**src/rtl/video_ts_render.sv**
```systemverilog
// Tile/sprite renderer: fetches 4bpp graphics words for one render task
// and writes the non-transparent pixels into the TS line buffer.
module video_ts_render (
  input  logic        clk,
  input  logic        rst,
  input  logic        tsr_go,
  input  logic [5:0]  tsr_addr,
  input  logic [8:0]  tsr_line,
  input  logic [7:0]  tsr_page,
  input  logic [8:0]  tsr_x,
  input  logic [2:0]  tsr_xs,
  input  logic        tsr_xf,
  input  logic [3:0]  tsr_pal,
  output logic        tsr_rdy,
  output logic [20:0] dram_addr,
  output logic        dram_req,
  input  logic        dram_next,
  input  logic [15:0] dram_rdata,
  output logic [8:0]  lbuf_addr,
  output logic [7:0]  lbuf_data,
  output logic        lbuf_we
);

  typedef enum logic {IDLE, RUN} state_t;

  state_t      state_q, state_d;
  logic [7:0]  page_q, page_d;
  logic [8:0]  line_q, line_d;
  logic [6:0]  w_q, w_d;
  logic        xf_q, xf_d;
  logic [3:0]  pal_q, pal_d;
  logic [4:0]  wl_q, wl_d;
  logic [6:0]  pl_q, pl_d;
  logic [8:0]  x_q, x_d;
  logic [15:0] s_q, s_d;
  logic [2:0]  sc_q, sc_d;
  logic [15:0] p_q, p_d;
  logic        pv_q, pv_d;

  logic        run;
  logic        grant;
  logic        emit;
  logic        s_free;
  logic [3:0]  pix;
  logic [3:0]  span;
  logic [15:0] seq;

  // Word re-ordered so the first pixel to emit sits in the top nibble.
  always_comb begin
    if (xf_q)
      seq = {dram_rdata[11:8], dram_rdata[15:12],
             dram_rdata[3:0], dram_rdata[7:4]};
    else
      seq = {dram_rdata[7:0], dram_rdata[15:8]};
  end

  always_comb begin
    run      = (state_q == RUN);
    dram_req = run && (wl_q != 5'd0) && !pv_q;
    grant    = dram_req && dram_next;
    emit     = run && (sc_q != 3'd0);
    s_free   = (sc_q == 3'd0) || (sc_q == 3'd1);
    pix      = s_q[15:12];
    span     = {1'b0, tsr_xs} + 4'd1;

    tsr_rdy   = !run;
    dram_addr = {page_q + {5'b0, line_q[8:6]}, line_q[5:0], w_q};
    lbuf_addr = x_q;
    lbuf_we   = emit && (pix != 4'd0);
    lbuf_data = emit ? {pal_q, pix} : 8'd0;
  end

  always_comb begin
    state_d = state_q;
    page_d  = page_q;
    line_d  = line_q;
    w_d     = w_q;
    xf_d    = xf_q;
    pal_d   = pal_q;
    wl_d    = wl_q;
    pl_d    = pl_q;
    x_d     = x_q;
    s_d     = s_q;
    sc_d    = sc_q;
    p_d     = p_q;
    pv_d    = pv_q;
    unique case (state_q)
      IDLE: begin
        if (tsr_go) begin
          state_d = RUN;
          page_d  = tsr_page;
          line_d  = tsr_line;
          xf_d    = tsr_xf;
          pal_d   = tsr_pal;
          x_d     = tsr_x;
          wl_d    = {span, 1'b0};
          pl_d    = {span, 3'b000};
          sc_d    = 3'd0;
          pv_d    = 1'b0;
          if (tsr_xf)
            w_d = {tsr_addr, 1'b1} + {3'b000, tsr_xs, 1'b0};
          else
            w_d = {tsr_addr, 1'b0};
        end
      end
      RUN: begin
        if (emit) begin
          s_d  = s_q << 4;
          sc_d = sc_q - 3'd1;
          x_d  = x_q + 9'd1;
          pl_d = pl_q - 7'd1;
          if (pl_q == 7'd1)
            state_d = IDLE;
          if ((sc_q == 3'd1) && pv_q) begin
            s_d  = p_q;
            sc_d = 3'd4;
            pv_d = 1'b0;
          end
        end
        // Grants only happen with P empty, so S and P never both load.
        if (grant) begin
          w_d  = xf_q ? w_q - 7'd1 : w_q + 7'd1;
          wl_d = wl_q - 5'd1;
          if (s_free) begin
            s_d  = seq;
            sc_d = 3'd4;
          end else begin
            p_d  = seq;
            pv_d = 1'b1;
          end
        end
      end
      default: state_d = IDLE;
    endcase
  end

  always_ff @(posedge clk or posedge rst) begin
    if (rst) begin
      state_q <= IDLE;
      page_q  <= '0;
      line_q  <= '0;
      w_q     <= '0;
      xf_q    <= 1'b0;
      pal_q   <= '0;
      wl_q    <= '0;
      pl_q    <= '0;
      x_q     <= '0;
      s_q     <= '0;
      sc_q    <= '0;
      p_q     <= '0;
      pv_q    <= 1'b0;
    end else begin
      state_q <= state_d;
      page_q  <= page_d;
      line_q  <= line_d;
      w_q     <= w_d;
      xf_q    <= xf_d;
      pal_q   <= pal_d;
      wl_q    <= wl_d;
      pl_q    <= pl_d;
      x_q     <= x_d;
      s_q     <= s_d;
      sc_q    <= sc_d;
      p_q     <= p_d;
      pv_q    <= pv_d;
    end
  end

endmodule
```
**config.mk**
```make
export PLATFORM = sky130hd
export DESIGN_NAME = video_ts_render
export DESIGN_NICKNAME = d
export VERILOG_FILES = /design/src/rtl/video_ts_render.sv
export SDC_FILE = /design/constraint.sdc
export NUM_CORES = 1
export LEC_CHECK = 0
export CAP_MARGIN = 20
export CORE_AREA = 2 2 153 80
export DETAILED_ROUTE_END_ITERATION = 7
export DIE_AREA = 0 0 155 82
export PLACE_DENSITY = 0.71
export SYNTH_ARGS = -nofsm -noshare
export SYNTH_HDL_FRONTEND = slang
export SYNTH_SLANG_ARGS = --single-unit
```
**constraint.sdc**
```tcl
create_clock -name clk -period 3.3 [get_ports clk]
set_input_delay 0.495 -clock clk [delete_from_list [all_inputs] [get_ports clk]]
set_output_delay 0.495 -clock clk [all_outputs]
set_load 0.005 [all_outputs]
```
Yosys cells after proc, flatten, opt, wreduce, memory -nomap -nowiden
Cells that the tools add are included.
Widths: inputs -> output; s select.
Word-level totals
  register bits after elaboration: 87
  input port bits: 60
  output and inout port bits: 41
  word-level logic and storage cells: 82
Cells by class
  $add $sub $neg: 9
  eq/ne operators: 5
  muxes and demuxes: 36
  bitwise logic cells: 2
  reduce and logical (&&, ||, !) cells: 17
Operator list (count)
  $mux 16: 5
  $mux 7: 6
  $pmux 7 s2: 2
  $mux 9: 2
  $pmux 9 s2: 1
  $mux 3: 5
  $sub 7x1->7 const B: 2
  $mux 5: 2
  $pmux 5 s2: 1
  $add 9x1->9 const B: 1
  $add 8x3->8: 1
  $mux 1: 8
  $mux 8: 1
  $add 7x1->7 const B: 1
  $add 7x4->7: 1
  $eq 7x1->1 const B: 1
  $logic_and 1x1->1: 6
  $pmux 3 s2: 1
  $reduce_and 2->1: 3
  $reduce_bool 5->1: 1
  $sub 5x1->5 const B: 1
  $add 3x1->4 const B: 1
  $ne 2x1->1 const B: 2
  $pmux 1 s2: 2
  10 further kinds: 12

Depth between registers and ports, before layout
Gate-level depths: netlist (run 1).
  depth in word-level cells: 7
  mapped depth: 9
  gate-level depth less buffers: 8

Worst setup path after synthesis (run 1)
OpenSTA, ideal clock, no wires.
  path type: register -> register
  from: register xf_q
  to: register w_q[6]
  library setup time: 94 ps
  arrival time: 1963 ps
  data required time: 3206 ps
  setup slack: 1243 ps
  cell stages (with the launch flop): 9
  buffers on the path: 1
  clock period less this slack: 2057 ps
  path through: dfrtp_1 buf_6 inv_1 fa_1 nand2b_1 a2111oi_0 a211oi_1 mux2i_1 a221oi_2
Between the ends
  word-level cells in the longest chain between the ends: 3
Ends and longest elaborated chain
  start: declaration: RTL line 30  | logic xf_q, xf_d;
  start signal: assignment: RTL line 143  | xf_q <= 1'b0;
  start signal: assignment: RTL line 157  | xf_q <= xf_d;
  $mux 7: RTL line 122  | w_d = xf_q ? w_q - 7'd1 : w_q + 7'd1;
  $mux 7: RTL line 121  | if (grant) begin
  $pmux 7 s2: RTL line 87  | unique case (state_q)
  end signal: assignment: RTL line 156  | w_q <= w_d;
  end: declaration: RTL line 29  | logic [6:0] w_q, w_d;
Every way passes these cells. The select of a mux whose other input is x is not followed.
A chain may end at the register's enable or synchronous reset.

Worst setup path in the final report (run 1)
  from: register line_q[6]
  to: output dram_addr[19]
Between the ends
  word-level cells in the longest chain between the ends: 1
Ends and longest elaborated chain
  start: declaration: RTL line 28  | logic [8:0] line_q, line_d;
  start signal: assignment: RTL line 155  | line_q <= line_d;
  $add 8x3->8: RTL line 67  | dram_addr = {page_q + {5'b0, line_q[8:6]}, line_q[5:0], w_q};
  end: declaration: RTL line 15  | output logic [20:0] dram_addr,
Every way passes these cells.

==> results summary, run 1 <==
Across the VDD grid, the largest voltage drop is approximately 0.35 mV. Synthesis produced a netlist whose cell count is roughly 550. The count of unique library cells instantiated by Yosys came out at 50. The H-tree was split into 3 levels. Summing all placed instances gives a cell area of roughly 6200 sq um. The effective utilization at floorplan is 0.440.

The number of vias after detailed routing came out at ~4200. The final setup TNS came out at 0 ns. STA puts the critical path data arrival time at 2.38 ns. The power per cell area is about 970 nW/um^2. The via count of the first global-routing pass came out at between 3000 and 4000. The achievable clock frequency is approximately 350 MHz.

The floorplan step set the die height to about 82 um. The post-CTS setup buffer count is 0. The aggregate routed wire length is roughly 13 mm. The final layout contains 726 nets.

The die outline area came out at around 13000 sq um. The number of pins exceeding their max-slew limit in the final report came out at 0. The tree is rooted in a clkbuf_16.

The I/O pin count came out at around 100. The area of the core is between 10000 and 15000 sq um. For this run, the number of Yosys warnings is 0.

The final hold violation count came out at 0. In the global route stage, overall resource usage came out at 0.205. The ratio of routed vias to standard cells came out at around 5.3. The total buffers and inverters traversed by the critical path came out at 2. In the post-synthesis netlist, the biggest area contributors are dfrtp_1 43%, mux2i_1 9.5%, nand2_1 6.4%. The async set-or-reset flop fraction in the synthesized netlist is 1.00. The most frequent cell after synthesis is dfrtp_1.

The detailed router's first-iteration violation count came out at between 200 and 300. The wire length of the first global-routing pass is ~20 mm. The mapped netlist covers roughly 5000 sq um. The maximum cell stage delay along the critical path came out at a little over 0.5 ns. The critical path is of the register to primary output type. The worst hold path belongs to the class register to register.

Dividing the final minimum period by the clock period gives 0.871. The post-detailed-placement half-perimeter wirelength came out at 9.13 mm. Headroom to the max-slew limit came out at 0.435.

The tightest hold margin came out at about 0.48 ns. In this run the number of cells on the critical path is 8. The number of buffer cells added on primary ports came out at 100. The synthesized design contains 0 enable-type register cells.

The maximum clock insertion buffer count came out at 2. The number of cells on the worst hold path is 2. The path depth of the worst reg2reg path is 7. The cell type contributing the most total cell area after synthesis is dfrtp_1. For this run the aggregate overflow at the end of global routing stands at 0. For this run, the register share of the synthesized area comes to 0.432. The area growth from synthesis to layout is 28.9%. By count the netlist is led by 87 x dfrtp_1, 86 x nand2_1, 50 x a21oi_1, 50 x nor2_1, 48 x mux2i_1. The largest net degree at the start of global routing is 47. In this run the core area contains 28 standard-cell rows. TritonCTS built the clock tree. The count of maximum capacitance violations came out at 0.

Counting flops and latches in the post-synthesis netlist gives slightly below 90. The run finished with clean final reports. STA classifies the critical path endpoint as a primary output. The antenna diode instance count came out at 0.

The number of gates resized after CTS came out at 0. The number of nets produced by synthesis came out at roughly 640. The clock buffer count from CTS is 9. The static leakage power is 2.96 nW.

Setup repair after global routing left no endpoint under its margin. On the critical path, the stage with the largest delay is an instance of clkdlybuf4s50_1. The post-layout instance area is around 6500 sq um. Of the cells placed in the final design, the portion with a size suffix greater than 1 is 0.0586. The most common flop cell mapped by yosys is dfrtp_1. The total DRC errors in the routed layout is 0. The final antenna-violating net count is 0. For this run, the detailed router's first-pass iteration total came to 4.

Data on the critical path is required at its endpoint by approximately 2.8 ns. The portion of synthesized cell area occupied by the leading cell type came out at 0.432. The actual slew at the worst max-slew pin is ~0.85 ns.

The number of endpoints failing setup at the final stage came out at 0. At the end of routability-driven placement, the weighted congestion stood at roughly 0.9. The clock-pin slew of the registers on the worst-case setup and hold paths is roughly 0.060 ns.

Subtracting the final worst setup slack from the clock period gives 2.88 ns. The initial antenna violation count came out at 0. The kind of cell adding the most delay to the critical path is adder cells. The average wire per cell in the routed design is roughly 16 um. The worst setup path is launched from a register.

The clock latency reported for the late side of the worst-skew pair came out at 0.34 ns. Along the worst path, the maximum fanout reaches 2. The worst clock skew came out at between 0.004 and 0.005 ns. The die is approximately 160 um wide. The clock net in this run drives a total of a little under 90 sinks. The number of buffers inserted for hold repair after clock tree synthesis came out at 0. Each instance of the synthesized netlist takes up on average approximately 9 sq um. Traced cell by cell, the critical path runs through ha_1, inv_1, fa_1, nor2b_1, o21ai_0, nor2_1, xor2_1, clkdlybuf4s50_1.
cells by family (layout without fill, tap and decap cells):
group / after synthesis / in the layout / synth area share
buffers and inverters: 59 / 153 / 0.0539
AND/OR/NAND/NOR: 198 / 198 / 0.179
AO/OA/AOI/OAI: 121 / 121 / 0.146
flip-flops: 87 / 87 / 0.432
adder cells (fa/ha/maj): 22 / 22 / 0.0591
multiplexers: 50 / 50 / 0.0999
XOR/XNOR: 17 / 17 / 0.0296
cells in the final DEF, fill, tap and decap left out, types with 8 or more instances in the layout:
cell and instances:
clkdlybuf4s50_1 100, dfrtp_1 87, nand2_1 86, nor2_1 50, a21oi_1 50, mux2i_1 48
o21ai_0 29, inv_1 21, ha_1 19, buf_4 15, xnor2_1 13, nand3_1 11
nor3_1 9, clkbuf_16 9, nor2b_1 8, and3_1 8
per-layer routing:
layer	track usage	wire length (um)	share of wire
met1	0.309	6610	0.52
met2	0.300	5200	0.41
met3	0.0433	749	0.059
met4	0.0491	93	0.0073
met5	0	0	0
cell type report:
cell class	instances	area, sq um
inverter	22	83.8
fill	1028	4960
multi-input combinational	408	2600
clock buffer	11	243
tap	150	188
timing repair buffer	116	1130
clock inverter	4	70.1
sequential	87	2180
metrics by stage:
| step | worst slack, ns | total power, mW | util | instances |
|---|---|---|---|---|
| finish | 0.425 | 6.30 | 0.567 | 798 |
| global route | 0.265 | 6.82 | 0.567 | 798 |
| CTS | 0.410 | 6.32 | 0.567 | 798 |
| detailed placement | 0.736 | 5.21 | 0.539 | 783 |
| global placement | 0.821 | 5.08 | 0.539 | 783 |
| floorplan | 0.555 | 4.02 | - | 554 |
final timing paths:
path	from	end	slack (ns)
worst min register to register	line_q[5]	line_q[5]	0.48
min in group asynchronous	rst	line_q[5]	0.62
worst min-delay path	line_q[5]	line_q[5]	0.48
max in group asynchronous	rst	p_q[8]	2.04
worst max-delay path	line_q[6]	dram_addr[19]	0.42
worst max register to register	xf_q	w_q[6]	0.70
sequential cells by signal, indices dropped and copies added, names as in the netlist:
signal and cells:
lbuf_addr 9, line_q 9, sc_q 3, xf_q 1, w_q 7, page_q 8, pl_q 7, pv_q 1
wl_q 5, s_q 16, p_q 16, pal_q 4, run 1
worst min-delay path: stages (launching register included):
cell     delay, ns
dfrtp_1       0.34
nand2_1       0.05
nand2_1       0.06
where the power goes:
group	switching, mW	leakage (nW)	internal (mW)
Sequential	0.437	1.05	1.57
Combinational	1.56	1.75	1.64
Clock	0.409	0.155	0.677
Total	2.41	2.96	3.89
(Power assumes the default switching activity.)
==> inputs of run 2 (changes only) <==
Settings changed: SLEW_MARGIN set to 5.
==> results of run 2 <==
Same layout as run 1: the final DEF is identical, and so are final timing and power.
